## config.mk

```make
export PLATFORM = sky130hd
export DESIGN_NAME = mac_tree_seq
export DESIGN_NICKNAME = d
export VERILOG_FILES = /design/src/rtl/mac_tree_seq.sv
export SDC_FILE = /design/constraint.sdc
export NUM_CORES = 1
export LEC_CHECK = 0
export CAP_MARGIN = 15
export CORE_AREA = 2 2 433 435
export CTS_BUF_LIST = sky130_fd_sc_hd__clkbuf_2
export CTS_CLUSTER_DIAMETER = 80
export DETAILED_ROUTE_END_ITERATION = 12
export DIE_AREA = 0 0 435 437
export HOLD_SLACK_MARGIN = 0.08
export SKIP_CTS_REPAIR_TIMING = 1
export SYNTH_ARGS = -nofsm -noshare
export SYNTH_HDL_FRONTEND = slang
export SYNTH_SLANG_ARGS = --single-unit
```

## constraint.sdc

```tcl
create_clock -name clk -period 4.1 [get_ports clk]
set_clock_uncertainty 0.05 [all_clocks]
set_input_delay 0.82 -clock clk [delete_from_list [all_inputs] [get_ports clk]]
set_output_delay 0.82 -clock clk [all_outputs]
set_load 0.005 [all_outputs]
```

## src/rtl/mac_tree_seq.sv

```systemverilog
// mac_tree_seq: one-job-at-a-time sequencer feeding operand chunks into the fp32 MAC tree and capturing its result (cmd in, op stream in, mac_* to tree, res out, rst is async active-low)
module mac_tree_seq #(
  parameter int VEC_LEN = 8,
  parameter int LEN_W = 16,
  parameter int PIPE_LAT = 12
) (
  input  logic clk,
  input  logic rst,
  input  logic cmd_valid,
  output logic cmd_ready,
  input  logic [LEN_W-1:0] cmd_len,
  input  logic op_valid,
  output logic op_ready,
  input  logic [32*VEC_LEN-1:0] op_a,
  input  logic [32*VEC_LEN-1:0] op_b,
  output logic [32*VEC_LEN-1:0] mac_a,
  output logic [32*VEC_LEN-1:0] mac_b,
  output logic mac_acc_clr,
  input  logic [31:0] mac_out,
  output logic res_valid,
  input  logic res_ready,
  output logic [31:0] res_data,
  output logic busy
);
  localparam int DW = $clog2(PIPE_LAT + 1);
  typedef enum logic [2:0] {IDLE, CLEAR, ISSUE, DRAIN, DONE} state_t;
  state_t state, state_d;
  logic [LEN_W-1:0] len_q, beat_cnt;
  logic [DW-1:0] drain_cnt;
  logic cmd_fire, op_fire, res_fire, capture;
  assign cmd_ready = state == IDLE;
  assign op_ready = state == ISSUE;
  assign busy = state != IDLE;
  assign cmd_fire = cmd_valid && cmd_ready;
  assign op_fire = op_valid && op_ready;
  assign res_fire = res_valid && res_ready;
  assign capture = state == DRAIN && drain_cnt == '0;
  always_comb begin
    state_d = state;
    case (state)
      IDLE: if (cmd_valid) state_d = cmd_len == '0 ? DONE : CLEAR;
      CLEAR: state_d = ISSUE;
      ISSUE: if (op_fire && beat_cnt + LEN_W'(1) == len_q) state_d = DRAIN;
      DRAIN: if (drain_cnt == '0) state_d = DONE;
      DONE: if (res_fire) state_d = IDLE;
      default: state_d = IDLE;
    endcase
  end
  always_ff @(posedge clk or negedge rst) begin
    if (!rst) begin
      state <= IDLE;
      mac_acc_clr <= 1'b1;
      mac_a <= '0;
      mac_b <= '0;
      len_q <= '0;
      beat_cnt <= '0;
      drain_cnt <= '0;
      res_data <= '0;
      res_valid <= 1'b0;
    end else begin
      state <= state_d;
      mac_acc_clr <= state_d == CLEAR;
      mac_a <= op_fire ? op_a : '0;
      mac_b <= op_fire ? op_b : '0;
      if (cmd_fire) begin
        len_q <= cmd_len;
        beat_cnt <= '0;
      end else if (op_fire) begin
        beat_cnt <= beat_cnt + LEN_W'(1);
      end
      if (state == ISSUE && state_d == DRAIN) drain_cnt <= DW'(PIPE_LAT);
      else if (state == DRAIN && drain_cnt != '0) drain_cnt <= drain_cnt - DW'(1);
      if (cmd_fire && cmd_len == '0) res_data <= '0;
      else if (capture) res_data <= mac_out;
      // a zero-length job enters DONE one cycle before res_valid rises
      if (res_fire) res_valid <= 1'b0;
      else if (capture || state == DONE) res_valid <= 1'b1;
    end
  end
endmodule

```

# [Word level (Yosys, flattened, before mapping)]
# Cells that the tools add are included.
[totals] reg_bits=585 inputBits=565 elab_cells=52 output_inout_bits=549
[classes] n_eq_ne=7 reduce_logical=18 n_mux=16 addsub=2
[op_table] cell="2-to-1 mux 256 bit" n=2
[op_table] cell="2-to-1 mux 32 bit" n=2
[op_table] cell="2-to-1 mux 16 bit" n=2
[op_table] cell="adder 16 x 1 -> 16 bit, second input constant" n=1
[op_table] cell="equality test 16 bit" n=1
[op_table] cell="logical NOT 16 bit" n=1
[op_table] cell="2-to-1 mux 3 bit" n=5
[op_table] cell="case mux 3 bit (5 select lines)" n=1
[op_table] cell="equality test 3 x 2 -> 1 bit, second input constant" n=3
[op_table] cell="logical AND 1 bit" n=8
[op_table] cell="2-to-1 mux 4 bit" n=2
[op_table] cell="nonzero test 2 bit" n=4
[op_table] cell="equality test 3 x 1 -> 1 bit, second input constant" n=2
[op_table] cell="logical NOT 4 bit" n=1
[op_table] cell="nonzero test 4 bit" n=1
[op_table] cell="subtractor 4 x 1 -> 4 bit, second input constant" n=1
[op_table] cell="equality test 3 bit, second input constant" n=1
[op_table] cell="logical NOT 3 bit" n=1
[op_table] cell="nonzero test 3 bit" n=1
[op_table] cell="2-to-1 mux 1 bit" n=2
[op_table] cell="logical OR 1 bit" n=1

# [Depth between registers and ports, before layout]
[depth] word_depth=8 ltp_mapped=8 depth_no_buf=7

# [Worst setup path after synthesis]
# No wires, ideal clock.
[synth_path] path_type="input-to-reg" start="in op_valid" end="reg drain_cnt[0]" required_time_ns=3.931 path_stages=7 setup_slack_ns=1.814 n_path_buf=1 setup_time_ns=0.119 arrival_ns=2.117 path_cell_list="clkbuf_1 -> nand4bb_1 -> nor3_1 -> nand3_1 -> nor4_1 -> nand4_2 -> and2_1"
[synth_between] elab_chain_len=7 word_cells_on_any_way=8 cone_classes="1 x eq/ne; 3 x mux; 4 x reduce/logical"
[synth_lines] item="start: declaration" line="12" source="input logic op_valid,"
[synth_lines] item="logical AND 1 bit *" line="35" source="assign op_fire = op_valid && op_ready;"
[synth_lines] item="logical AND 1 bit *" line="43" source="ISSUE: if (op_fire && beat_cnt + LEN_W'(1) == len_q) state_d = DRAIN;"
[synth_lines] item="2-to-1 mux 3 bit *" line="43"
[synth_lines] item="case mux 3 bit (5 select lines) *" line="40" source="case (state)"
[synth_lines] item="equality test 3 x 2 -> 1 bit *" line="71" source="if (state == ISSUE && state_d == DRAIN) drain_cnt <= DW'(PIPE_LAT);"
[synth_lines] item="logical AND 1 bit *" line="71"
[synth_lines] item="2-to-1 mux 4 bit / nonzero test 2 bit (equally long branches)"
[synth_lines] item="end signal: assignment" line="71"
[synth_lines] item="end signal: assignment" line="72" source="else if (state == DRAIN && drain_cnt != '0) drain_cnt <= drain_cnt - DW'(1);"
[synth_lines] item="end: declaration" line="29" source="logic [DW-1:0] drain_cnt;"
# Every way passes the cells marked *; elsewhere a longest branch is shown, timed or not.
# A chain may end at the register's enable or synchronous reset.

# [Final worst setup path]
[layout_path] start="reg state[0]" end="out cmd_ready"
[layout_between] elab_chain_len=1
[layout_lines] item="start: declaration" line="27" source="state_t state, state_d;"
[layout_lines] item="start signal: assignment" line="61" source="state <= state_d;"
[layout_lines] item="logical NOT 3 bit" line="31" source="assign cmd_ready = state == IDLE;"
[layout_lines] item="end: declaration" line="10" source="output logic cmd_ready,"
# Every way passes these cells.

==> results.yml <==
cts:
  clock_path_buffers: 3
  cts_tree: "done"
  ctsRootBufferMaster: "clkbuf_2"
  cts_max_level: 4
  clk_pin_slew_ns: 0.11
  clkSinkCount: 585
  clk_latency_ns: 1.59
  cts_inserted_buffers: 173
synthesis:
  post-synth-top-area-fraction: 0.728
  synth_cell_type_count: 46
  syn_nets: 2048
  synthArstFlopShare: 1.00
  avgSynthCellArea_um2: 13.6
  ys_ff_latch: 585
  synth_edf_count: 0
  ys_seq_area_frac: 0.729
  syn_inst: 1481
  synth_area_mm2: 0.0201
  synthFlopType: "dfrtp_1"
  synth_warnings: 0
  yosys-top-cells-area: "dfrtp_1 (73%), and3_1 (16%), clkbuf_1 (2.2%)"
  yosysTopAreaCell: "dfrtp_1"
global_routing:
  antenna_found_initial: 191
  grt_overflow: 0
  grt_max_degree: 217
  globalRouteTotalUtil: 0.160
  grt_pass1_wl_mm: 198
  grt_pass1_vias: 18700
hold_path:
  hold_class: "in2reg"
detailed_routing:
  via_count: 21800
  drtPass1Iterations: 5
  via_per_inst: 3.56
  routedWlPerCell_um: 27.0
  wirelength_mm: 165
  drt_iter0_drc: 1400
  postRouteAntennaNets: 0
  drc: 0
worst_setup_path:
  crit_chain: "nor3_4 -> clkdlybuf4s50_1"
  crit_fanout: 7
  path_class: "reg2out"
  crit_arrival_ns: 2.95
  cp_slowest_cell: "clkdlybuf4s50_1"
  slowest_delay_ns: 0.59
  cp.required_ns: 3.23
  worst_setup_path_start_kind: "register"
  cp-end-kind: "output port"
power_and_ir_drop:
  clock_power_share: 0.221
  p_switching_mw: 7.77
  vdd_ir_drop_max_uv: 455
  pwr-share-comb: 0.409
  p_sw_frac: 0.373
  internal_power_mw: 13.1
  power.density_mw_per_mm2: 477
  p_leak_nw: 20.1
  pwr-share-seq: 0.370
placed_design:
  portBuffers: 1113
  hpwl_mm: 130
  place_inst: 4973
  placed_cell_area_mm2: 0.0342
  gp_congestion: 1.03
timing:
  fin_crit_sh: 0.932
  slew_headroom: 0.226
  rsz0062_at_grt: "true"
  drv_slew: 0
  hold_viol: 0
  setup_viol: 0
  max_freq_mhz: 262
  tightest_slew_ns: 1.16
  min_period_ns: 3.82
floorplanning:
  die_h_um: 437
  std_cell_rows: 158
  initial_core_util: 0.109
  die-width_um: 435
  core_area_mm2: 0.185
  io_pins: 1114
  die_area_mm2: 0.190
outcome:
  status: "finished, final reports clean"
layout:
  syn_to_final_growth_pct: 118
  finish.instance_area_mm2: 0.0437
  drive_gt1_frac: 0.0930
  final_cells: 6128
  fin_nets: 4015
run:
  maxCapViolCount: 0
-- through the flow --
stage	hold slack, ns	utilization	power (mW)	worst slack (ns)	setup TNS, ns
after detailed placement	0.457	0.185	15.2	1.19	0
after CTS	-1.25	0.193	20.0	-0.473	-1.38
final	0.324	0.236	20.8	0.278	0
after floorplan	0.420	-	9.97	1.81	0
after global placement	0.463	0.185	15.1	1.23	0
after global routing	0.0371	0.236	22.0	-0.0422	-0.0575
-- area by class of cell --
| class | instances | area [µm²] |
|---|---|---|
| repair buffers | 1921 | 19300 |
| diodes | 78 | 195 |
| multi-input cells | 762 | 4950 |
| clock buffers | 243 | 1220 |
| well taps | 2480 | 3100 |
| fillers | 19800 | 141000 |
| clock inverters | 54 | 294 |
| inverters | 5 | 18.8 |
| flip-flops and latches | 585 | 14600 |
-- cells in the final DEF, fill, tap and decap left out, drive strengths merged, types with 4 or more instances in the layout --
cell	instances
a21oi	6
and2	4
and3	514
buf	32
clkbuf	243
clkdlybuf4s50	1110
clkinv	44
dfrtp	584
diode	78
dlygate4sd3	778
inv	11
mux2	16
mux2i	32
nand2	23
nand3	13
nand4	4
nor2	50
nor2b	5
nor3	7
nor4	9
o211ai	4
o21ai	25
xnor2	20
xor2	6
-- cell usage after synthesis, types with 6 or more instances --
library cell / count
nor3_1: 7
nor2_1: 49
and3_1: 514
clkbuf_1: 117
buf_2: 11
xnor2_1: 20
nand2_1: 23
xor2_1: 6
nand3_1: 10
dfrtp_1: 584
o21ai_0: 23
mux2_2: 16
mux2i_1: 32
a21oi_1: 6
-- worst paths after layout --
| check | end | slack, ns | startpoint | depth (start not counted) |
|---|---|---|---|---|
| min in group asynchronous | mac_a[67] | 0.51 | rst | 4 |
| max in group asynchronous | mac_b[192] | 2.64 | rst | 5 |
| max | cmd_ready | 0.28 | state[0] | 2 |
| min reg2reg | res_valid | 0.49 | res_valid | 1 |
| max reg2reg | mac_a[79] | 1.08 | state[1] | 6 |
| min | mac_b[113] | 0.32 | op_b[113] | 3 |
-- metal layers --
| layer | GRT usage | share of wire |
|---|---|---|
| met2 | 0.253 | 0.47 |
| met1 | 0.163 | 0.37 |
| met3 | 0.116 | 0.11 |
| met5 | 0 | 0.0051 |
| met4 | 0.0622 | 0.039 |
-- cell families after synthesis --
| group | share of synthesized area |
|---|---|
| AOI/OAI and AO/OA | 0.0140 |
| muxes | 0.0249 |
| DFF | 0.729 |
| buffers and inverters | 0.0261 |
| adders and majority gates | 0.00125 |
| and+or+nand+nor | 0.194 |
| xor gates and xnor gates | 0.0113 |
-- worst max-delay path: cells and delay by family (launching register included) --
family,cells,cell delay (ns)
buffers and inverters,1,0.59
AND/OR/NAND/NOR,1,0.28
flip-flops,1,0.49
-- flip-flops by register name, indices dropped and copies added, names as in the netlist --
register and cells:
state 3, res_data 32, mac_b 256, beat_cnt 16, mac_acc_clr 1, res_valid 1, drain_cnt 4, mac_a 256
len_q 16
-- power by group through the flow --
stage	clock, mW	sequential, mW	combinational [mW]
after floorplan	0	7.72	2.25
after global placement	0	7.80	7.29
after detailed placement	0	7.80	7.38
after CTS	4.84	7.70	7.41
after global routing	5.17	7.83	9.02
final	4.60	7.72	8.53
No activity file was read; power rests on OpenSTA's default activity.
